`src/rtl/mips_pkg.sv`:
```
// Shared MIPS pipeline definitions: ALUFun codes, register address width,
// and the layout of the ID/EX pipeline register.
package mips_pkg;

    localparam int REG_AW = 5;
    localparam int XLEN   = 32;

    // Arithmetic
    localparam logic [5:0] ALU_ADD   = 6'b000000;
    localparam logic [5:0] ALU_SUB   = 6'b000001;
    // Logic
    localparam logic [5:0] ALU_AND   = 6'b011000;
    localparam logic [5:0] ALU_OR    = 6'b011110;
    localparam logic [5:0] ALU_XOR   = 6'b010110;
    localparam logic [5:0] ALU_NOR   = 6'b010001;
    localparam logic [5:0] ALU_PASSA = 6'b011010;
    // Shift
    localparam logic [5:0] ALU_SLL   = 6'b100000;
    localparam logic [5:0] ALU_SRL   = 6'b100001;
    localparam logic [5:0] ALU_SRA   = 6'b100011;
    // Compare
    localparam logic [5:0] ALU_EQ    = 6'b110011;
    localparam logic [5:0] ALU_NEQ   = 6'b110001;
    localparam logic [5:0] ALU_LT    = 6'b110101;
    localparam logic [5:0] ALU_LEZ   = 6'b111101;
    localparam logic [5:0] ALU_LTZ   = 6'b111011;
    localparam logic [5:0] ALU_GTZ   = 6'b111111;

    // Contents of the ID/EX register; an all-zero value is a bubble.
    typedef struct packed {
        logic              valid;
        logic [XLEN-1:0]   pc;
        logic [REG_AW-1:0] rs_addr;
        logic [REG_AW-1:0] rt_addr;
        logic [XLEN-1:0]   rs_data;
        logic [XLEN-1:0]   rt_data;
        logic [XLEN-1:0]   imm;
        logic [4:0]        shamt;
        logic [5:0]        alufun;
        logic              sign;
        logic              alusrc1;
        logic              alusrc2;
        logic [REG_AW-1:0] wr_addr;
        logic              reg_write;
        logic              mem_read;
        logic              mem_write;
        logic              mem_to_reg;
    } id_ex_t;

endpackage

```
`src/rtl/operand_forward.sv`:
```
// Resolves one source operand in EX: the youngest in-flight writer of the
// register (EX/MEM before MEM/WB) supplies the value; $0 is never forwarded.
module operand_forward
    import mips_pkg::*;
(
    input  logic [REG_AW-1:0] addr,
    input  logic [XLEN-1:0]   reg_data,
    input  logic              exm_reg_write,
    input  logic [REG_AW-1:0] exm_wr_addr,
    input  logic [XLEN-1:0]   exm_result,
    input  logic              mwb_reg_write,
    input  logic [REG_AW-1:0] mwb_wr_addr,
    input  logic [XLEN-1:0]   mwb_result,
    output logic [XLEN-1:0]   data
);

    // Priority select: EX/MEM match, then MEM/WB match, then registered value
    always_comb begin
        data = reg_data;
        if (addr != '0 && exm_reg_write && exm_wr_addr == addr) begin
            data = exm_result;
        end else if (addr != '0 && mwb_reg_write && mwb_wr_addr == addr) begin
            data = mwb_result;
        end
    end

endmodule

```
`src/rtl/id_ex_stage.sv`:
```
// ID/EX pipeline stage: registers decoded fields, bypasses the register file
// write port at latch time, forwards into the ALU operands and raises
// stall_id on data hazards.
// Build option ID_EX_FORWARD_EN: when defined, EX forwarding is active and only
// load-use stalls; when undefined, operands come straight from the register
// and any dependency on ID/EX or EX/MEM stalls.
module id_ex_stage
    import mips_pkg::*;
(
    input  logic              clk,
    input  logic              reset,
    input  logic              id_valid,
    input  logic [XLEN-1:0]   id_pc,
    input  logic [REG_AW-1:0] id_rs_addr,
    input  logic [REG_AW-1:0] id_rt_addr,
    input  logic              id_use_rs,
    input  logic              id_use_rt,
    input  logic [XLEN-1:0]   id_rs_data,
    input  logic [XLEN-1:0]   id_rt_data,
    input  logic [XLEN-1:0]   id_imm,
    input  logic [4:0]        id_shamt,
    input  logic [5:0]        id_alufun,
    input  logic              id_sign,
    input  logic              id_alusrc1,
    input  logic              id_alusrc2,
    input  logic [REG_AW-1:0] id_wr_addr,
    input  logic              id_reg_write,
    input  logic              id_mem_read,
    input  logic              id_mem_write,
    input  logic              id_mem_to_reg,
    input  logic              exm_reg_write,
    input  logic [REG_AW-1:0] exm_wr_addr,
    input  logic [XLEN-1:0]   exm_result,
    input  logic              mwb_reg_write,
    input  logic [REG_AW-1:0] mwb_wr_addr,
    input  logic [XLEN-1:0]   mwb_result,
    input  logic              flush,
    output logic [XLEN-1:0]   alu_a,
    output logic [XLEN-1:0]   alu_b,
    output logic [5:0]        alu_fun,
    output logic              alu_sign,
    output logic              ex_valid,
    output logic [XLEN-1:0]   ex_pc,
    output logic [XLEN-1:0]   ex_store_data,
    output logic [REG_AW-1:0] ex_wr_addr,
    output logic              ex_reg_write,
    output logic              ex_mem_read,
    output logic              ex_mem_write,
    output logic              ex_mem_to_reg,
    output logic              stall_id
);

`ifdef ID_EX_FORWARD_EN
    localparam logic FWD_EN = 1'b1;
`else
    localparam logic FWD_EN = 1'b0;
`endif

    id_ex_t          ex_q;
    id_ex_t          ex_d;
    logic [XLEN-1:0] fwd_rs;
    logic [XLEN-1:0] fwd_rt;

    // Hazard detection; flush wins because the ID instruction is being squashed
    always_comb begin
`ifdef ID_EX_FORWARD_EN
        logic load_hit;
        load_hit = ex_q.valid && ex_q.mem_read && ex_q.wr_addr != '0 &&
                   ((id_use_rs && id_rs_addr == ex_q.wr_addr) ||
                    (id_use_rt && id_rt_addr == ex_q.wr_addr));
        stall_id = id_valid && !flush && load_hit;
`else
        logic ex_hit;
        logic exm_hit;
        ex_hit   = ex_q.valid && ex_q.reg_write && ex_q.wr_addr != '0 &&
                   ((id_use_rs && id_rs_addr == ex_q.wr_addr) ||
                    (id_use_rt && id_rt_addr == ex_q.wr_addr));
        exm_hit  = exm_reg_write && exm_wr_addr != '0 &&
                   ((id_use_rs && id_rs_addr == exm_wr_addr) ||
                    (id_use_rt && id_rt_addr == exm_wr_addr));
        stall_id = id_valid && !flush && (ex_hit || exm_hit);
`endif
    end

    // Next register value: bubble on flush/stall, otherwise the ID fields with
    // the register file write port bypassed into the source data
    always_comb begin
        ex_d = '0;
        if (!flush && !stall_id) begin
            ex_d.valid      = id_valid;
            ex_d.pc         = id_pc;
            ex_d.rs_addr    = id_rs_addr;
            ex_d.rt_addr    = id_rt_addr;
            ex_d.rs_data    = id_rs_data;
            ex_d.rt_data    = id_rt_data;
            ex_d.imm        = id_imm;
            ex_d.shamt      = id_shamt;
            ex_d.alufun     = id_alufun;
            ex_d.sign       = id_sign;
            ex_d.alusrc1    = id_alusrc1;
            ex_d.alusrc2    = id_alusrc2;
            ex_d.wr_addr    = id_wr_addr;
            ex_d.reg_write  = id_reg_write;
            ex_d.mem_read   = id_mem_read;
            ex_d.mem_write  = id_mem_write;
            ex_d.mem_to_reg = id_mem_to_reg;
            if (mwb_reg_write && mwb_wr_addr != '0 && mwb_wr_addr == id_rs_addr) begin
                ex_d.rs_data = mwb_result;
            end
            if (mwb_reg_write && mwb_wr_addr != '0 && mwb_wr_addr == id_rt_addr) begin
                ex_d.rt_data = mwb_result;
            end
        end
    end

    // Pipeline register with synchronous reset to a bubble
    always_ff @(posedge clk) begin
        if (reset) begin
            ex_q <= '0;
        end else begin
            ex_q <= ex_d;
        end
    end

    // Forwarding is disabled by masking the write enables, which leaves the
    // registered value selected
    operand_forward u_fwd_rs (
        .addr          (ex_q.rs_addr),
        .reg_data      (ex_q.rs_data),
        .exm_reg_write (FWD_EN & exm_reg_write),
        .exm_wr_addr   (exm_wr_addr),
        .exm_result    (exm_result),
        .mwb_reg_write (FWD_EN & mwb_reg_write),
        .mwb_wr_addr   (mwb_wr_addr),
        .mwb_result    (mwb_result),
        .data          (fwd_rs)
    );

    operand_forward u_fwd_rt (
        .addr          (ex_q.rt_addr),
        .reg_data      (ex_q.rt_data),
        .exm_reg_write (FWD_EN & exm_reg_write),
        .exm_wr_addr   (exm_wr_addr),
        .exm_result    (exm_result),
        .mwb_reg_write (FWD_EN & mwb_reg_write),
        .mwb_wr_addr   (mwb_wr_addr),
        .mwb_result    (mwb_result),
        .data          (fwd_rt)
    );

    assign alu_a         = ex_q.alusrc1 ? {{(XLEN-5){1'b0}}, ex_q.shamt} : fwd_rs;
    assign alu_b         = ex_q.alusrc2 ? ex_q.imm : fwd_rt;
    assign alu_fun       = ex_q.alufun;
    assign alu_sign      = ex_q.sign;
    assign ex_valid      = ex_q.valid;
    assign ex_pc         = ex_q.pc;
    assign ex_store_data = fwd_rt;
    assign ex_wr_addr    = ex_q.wr_addr;
    assign ex_reg_write  = ex_q.reg_write;
    assign ex_mem_read   = ex_q.mem_read;
    assign ex_mem_write  = ex_q.mem_write;
    assign ex_mem_to_reg = ex_q.mem_to_reg;

endmodule

```
`config.mk`:
```
export PLATFORM = sky130hd
export DESIGN_NAME = id_ex_stage
export DESIGN_NICKNAME = d
export VERILOG_FILES = /design/src/rtl/mips_pkg.sv /design/src/rtl/operand_forward.sv /design/src/rtl/id_ex_stage.sv
export SDC_FILE = /design/constraint.sdc
export NUM_CORES = 1
export LEC_CHECK = 0
export CORE_AREA = 2 2 152 154
export CTS_BUF_LIST = sky130_fd_sc_hd__clkbuf_8
export DETAILED_ROUTE_END_ITERATION = 12
export DIE_AREA = 0 0 154 156
export GPL_TIMING_DRIVEN = 0
export PLACE_DENSITY = 0.72
export SYNTH_ARGS = -nofsm -noshare
export SYNTH_HDL_FRONTEND = slang
export SYNTH_SLANG_ARGS = --single-unit
```
`constraint.sdc`:
```
create_clock -name clk -period 4.4 [get_ports clk]
set_input_delay 0.66 -clock clk [delete_from_list [all_inputs] [get_ports clk]]
set_output_delay 0.66 -clock clk [all_outputs]
set_load 0.02 [all_outputs]
```
* After elaboration in Yosys (flattened, before gate mapping)
Cells that the tools add are included.
** Operators by class
- Equal/unequal tests :: 6
- Mux-type cells :: 4
- Bitwise logic cells :: 1
- Reductions and logical operators :: 24
** Operators by type and width (count)
- 2-to-1 mux 32 bit :: 4
- == test 5 bit :: 6
- logical AND 1 bit :: 15
- nonzero test 5 bit :: 3
- logical OR 1 bit :: 3
- zero test 1 bit :: 2
- OR reduction 2 bit :: 1
- inverter 1 bit :: 1
** Word-level totals
- Register bits after elaboration :: 152
- Logic and storage cells :: 50

* Logic depth before layout (Yosys ltp)
- Depth in word-level cells :: 10
- Gate-level depth with buffers :: 7
- Mapped depth without buffers :: 5

* Modules after synthesis
Synthesis repeated with hierarchy kept, for this count alone.
** Second synthesis, totals
- Cells, all modules :: 921
- Area, all modules :: 8360.5 µm²
** By module, submodules not included
- id_ex_stage :: instances 1, cells each 583, area an instance 6463.7 µm², sequential area each 3243.1 µm²
- operand_forward :: instances 2, cells each 169, area an instance 948.4 µm², sequential area each 0.0 µm²

* Worst setup path after synthesis
No wires, ideal clock.
- Path type :: input -> output
- Start :: in exm_wr_addr[1]
- End :: out stall_id
- Arrival time :: 1672 ps
- Path slack :: 2068 ps
- Stages :: 4
- Buffers on the path :: 0
- Cell sequence :: or4_1 o21a_1 a22oi_1 nor2_1
** On the way
- Cells in the longest elaborated chain, start to end :: 6
- Elaborated cells on any way between the ends :: 10
- Those cells by class :: eq/ne: 2; reduce/logical: 8
** RTL lines
- from (decl) :: RTL line id_ex_stage.sv:32 : input logic [REG_AW-1:0] exm_wr_addr,
- == test 5 bit (on tied branches) :: RTL line id_ex_stage.sv:79, id_ex_stage.sv:80
- logical AND 1 bit (on tied branches) :: RTL line id_ex_stage.sv:79, id_ex_stage.sv:80
- logical OR 1 bit :: RTL line id_ex_stage.sv:79 : ((id_use_rs && id_rs_addr == exm_wr_addr) ||
- logical AND 1 bit (*) :: RTL line id_ex_stage.sv:78 : exm_hit = exm_reg_write && exm_wr_addr != '0 &&
- logical OR 1 bit (*) :: RTL line id_ex_stage.sv:81 : stall_id = id_valid && !flush && (ex_hit || exm_hit);
- logical AND 1 bit (*) :: RTL line id_ex_stage.sv:81
- to (decl) :: RTL line id_ex_stage.sv:50 : output logic stall_id
Mark *: on every way between the ends. The rest lies on a longest branch, timed or not.

* Final worst setup path
- Start :: in id_rt_addr[4]
- End :: out stall_id
** On the way
- Cells in the longest elaborated chain, start to end :: 6
- Elaborated cells on any way between the ends :: 10
- Those cells by class :: eq/ne: 2; reduce/logical: 8
** RTL lines
- from (decl) :: RTL line id_ex_stage.sv:15 : input logic [REG_AW-1:0] id_rt_addr,
- == test 5 bit (on tied branches) :: RTL line id_ex_stage.sv:77, id_ex_stage.sv:80
- logical AND 1 bit (on tied branches) :: RTL line id_ex_stage.sv:77, id_ex_stage.sv:80
- logical OR 1 bit (on tied branches) :: RTL line id_ex_stage.sv:76, id_ex_stage.sv:79
- logical AND 1 bit (on tied branches) :: RTL line id_ex_stage.sv:75, id_ex_stage.sv:78
- logical OR 1 bit (*) :: RTL line id_ex_stage.sv:81
- logical AND 1 bit (*) :: RTL line id_ex_stage.sv:81
Marked as above.

==> metrics.md <==
| Metric | Value |
|---|---|
| Outcome | completed |
| Via Count | 5244 |
| Reg2reg end | ex_q[76]$_SDFF_PP0_ |
| Die Y | 156 µm |
| Worst hold endpoint | ex_pc[28]$_SDFF_PP0_ |
| Remaining DRCs | 0 |
| Final hold vios | 0 |
| Hold WC Path Type | in -> reg |
| Finish-stage setup viols | 0 |
| Post-route cell area | 10750 µm² |
| Routed vias/inst | 4.145 |
| DRT Wirelength | 21440 µm |
| FF/Latch Area | 3043 µm² |
| Register area share after synthesis | 47.71% |
| Internal power | 2.491 mW |
| Critical path class | in -> out |
| Fraction of layout cells with a size suffix above 1 | 16.02% |
| Die width | 154 µm |
| Max Cap Viol | 0 |
| Period minus WS final | 3.465 ns |
| # diodes | 0 |
| Leakage power | 4.172 nW |
| Power Total | 3.316 mW |
| Clock skew | 0.01111 ns |
| Number of global-route vias before repair | 5433 |
| Part of the power in registers | 43.8% |
| Mapped Cells | 593 |
| Die footprint | 24020 µm² |
| Post-synthesis xor/xnor area fraction | 4.120% |
| Post-Layout Cell Count | 1265 |
| Ys Warns | 0 |
| Post-synthesis compound-gate area fraction | 1.001% |
| DRT iter0 DRCs | 121 |
| FFs w/ async S/R, synth | 0% |
| Initial antenna violation count | 0 |
| GPL Wtd Cong | 0.8834 |
| Synth-to-layout area growth | 68.59% |
| Pin count of the biggest net entering global routing | 17 |
| Slew Limit Fails | 0 |
| Worst Setup Start Kind | input port |
| Core area | 22370 µm² |
| Data required time at the worst endpoint | 3.74 ns |
| NetSw | 0.8259 mW |
| Hold Slack | 0.7641 ns |
| Dpl ws | 0.5947 ns |
| GR Overflow Total | 0 |
| Worst reg2reg setup slack | 1.82 ns |
| Largest reg by FF count | ex_q |
| CP endpoint kind | output pin |
| Achievable Freq | 0.2886 GHz |
| TritonCTS Buffers | 17 |
| Hold Crit Start | id_pc[28] |
| FF+latch count, synth | 152 |
| Worst-Skew Late Latency | 0.44 ns |
| First-pass GRT wire length | 31470 µm |
| Layout Nets | 1211 |
| Initial Utilization | 28.51% |
| Logic gate share of total power | 18.5% |
| I/O Buffers | 356 |
| H-tree levels | 4 |
| Placed cell area | 10300 µm² |
| WP data arrival | 2.80 ns |
| Synthesized Nets | 836 |
| Clock sink count | 152 |
| Rows | 55 |
| Final ANT Viol Nets | 0 |
| Clock Path Buffers | 2 |
| Cts hold-fix bufs | 0 |
| Largest fanout on the critical path | 3 |
| Largest family of logic cells by synthesized area | simple AND/OR/NAND/NOR gates |
| Setup Buffers After CTS | 0 |
| Final Cycle Share | 78.75% |
| Clk pin slew, worst setup/hold paths | 0.09 ns |
| R2r startpoint | ex_wr_addr[0]$_SDFF_PP0_ |
| Least-Margin Pin Slew | 1.094 ns |
| Total GRT Usage | 17.66% |
| FF-to-FF path depth | 6 |
| IO Count | 389 |
| Sw Ratio | 24.90% |
| RSZ-0062 raised after global routing | false |
| Drt first pass iters | 4 |
| HPWL after DPL | 17340 µm |
| Max reg flops | 103 |
| Mux cell area share after synthesis | 16.58% |
| Post-layout util | 48.07% |
| Post-synthesis cell type count | 27 |
| Cells after DPL | 1234 |
| Relative max-transition margin | 26.46% |
| Post-synth EDFFs | 0 |
| Synth Area per Inst | 10.75 µm² |
| Maximum VDD drop | 0.1570 mV |
| Adder-cell area share of the yosys netlist | 0% |
| Pwr Density | 308.5 nW/µm² |
| Min setup slack post-route | 0.9351 ns |
| Simple-gate share of the synthesized area | 19.76% |
| Root buffer cell | clkbuf_8 |
| Multi-input gate area | 2644 µm² |
| Resized cells post-CTS | 0 |
| Hold Crit Depth | 2 |
| CTS tree | done |
| Filler cells | 2092 |
| Drt wl/cell | 16.95 µm |
| Mapped cell area | 6377 µm² |
| Ys flop type | dfxtp_1 |
| Final TNS setup | 0 ns |
| Clock share of power | 37.7% |
worst max path at each step:
| stage | from | endpoint | slack (ns) | cells past startpoint |
|---|---|---|---|---|
| floorplan | exm_wr_addr[1] | stall_id | 2.07 | 4 |
| global route | id_rt_addr[4] | stall_id | 0.80 | 7 |
| global placement | mwb_wr_addr[0] | ex_q[81]$_SDFF_PP0_ | 0.64 | 7 |
| CTS | id_rt_addr[4] | stall_id | 0.89 | 7 |
| finish | id_rt_addr[4] | stall_id | 0.94 | 7 |
| detailed placement | mwb_wr_addr[0] | ex_q[81]$_SDFF_PP0_ | 0.59 | 7 |
Yosys cell counts (all sizes together) (4+ instances only):
| master | count | area share, % |
|---|---|---|
| dfxtp | 152 | 48 |
| xor2 | 4 | 0.55 |
| clkbuf | 10 | 0.59 |
| and2 | 87 | 8.5 |
| nand4 | 6 | 0.59 |
| mux2i | 64 | 10 |
| mux2 | 37 | 6.5 |
| nor2b | 93 | 9.2 |
| nand2 | 4 | 0.24 |
| buf | 94 | 10 |
| xnor2 | 26 | 3.6 |
power by group through the flow:
| stage | registers [mW] | clock network (mW) | logic [mW] |
|---|---|---|---|
| 2_1_floorplan | 1.48 | 0 | 0.257 |
| 3_3_place_gp | 1.48 | 0 | 0.615 |
| 3_5_place_dp | 1.49 | 0 | 0.619 |
| 4_1_cts | 1.45 | 1.29 | 0.622 |
| 5_1_grt | 1.46 | 1.34 | 0.655 |
| 6_report | 1.45 | 1.25 | 0.613 |
layout make-up:
cell class | instances | share of cell area, %
Timing Repair Buffer | 356 | 33.14
Sequential cell | 152 | 28.30
Multi-Input combinational cell | 337 | 24.59
Buffer | 104 | 6.424
Tap cell | 285 | 3.317
Clock buffer | 17 | 2.176
Clock inverter | 14 | 2.048
per-layer routing:
metal	vias to the layer above	track usage (%)	share of wire, %
met5	-	0	0
met4	0	5.385	1.5
met3	17	5.722	8.2
met2	244	32.59	51
met1	2405	19.22	39
li1	2578	-	-
cell families after synthesis:
kind of cell,Yosys count
flops,152
xor+xnor,30
mux,101
simple gates,200
compound gates,6
buf+inv,104
worst max-delay path, cell delays in order:
cell and delay (ns):
clkdlybuf4s50_1 0.49, xnor2_1 0.24, nand4_1 0.11, o22ai_1 0.37
a22oi_1 0.19, nor2_1 0.13, clkdlybuf4s50_1 0.61
cells in the final DEF, fill, tap and decap left out, drive strengths merged, types with 2 or more instances in the layout:
master,instances
bufinv,5
nor4,2
clkinv,2
inv,5
nand2,4
o22ai,2
nor2,2
nor2b,93
xnor2,26
dfxtp,152
clkdlybuf4s50,356
clkbuf,27
buf,94
mux2,37
nand4,6
mux2i,64
and2,87
or4,2
xor2,4
clkinvlp,2
No activity file was read; power rests on OpenSTA's default activity.
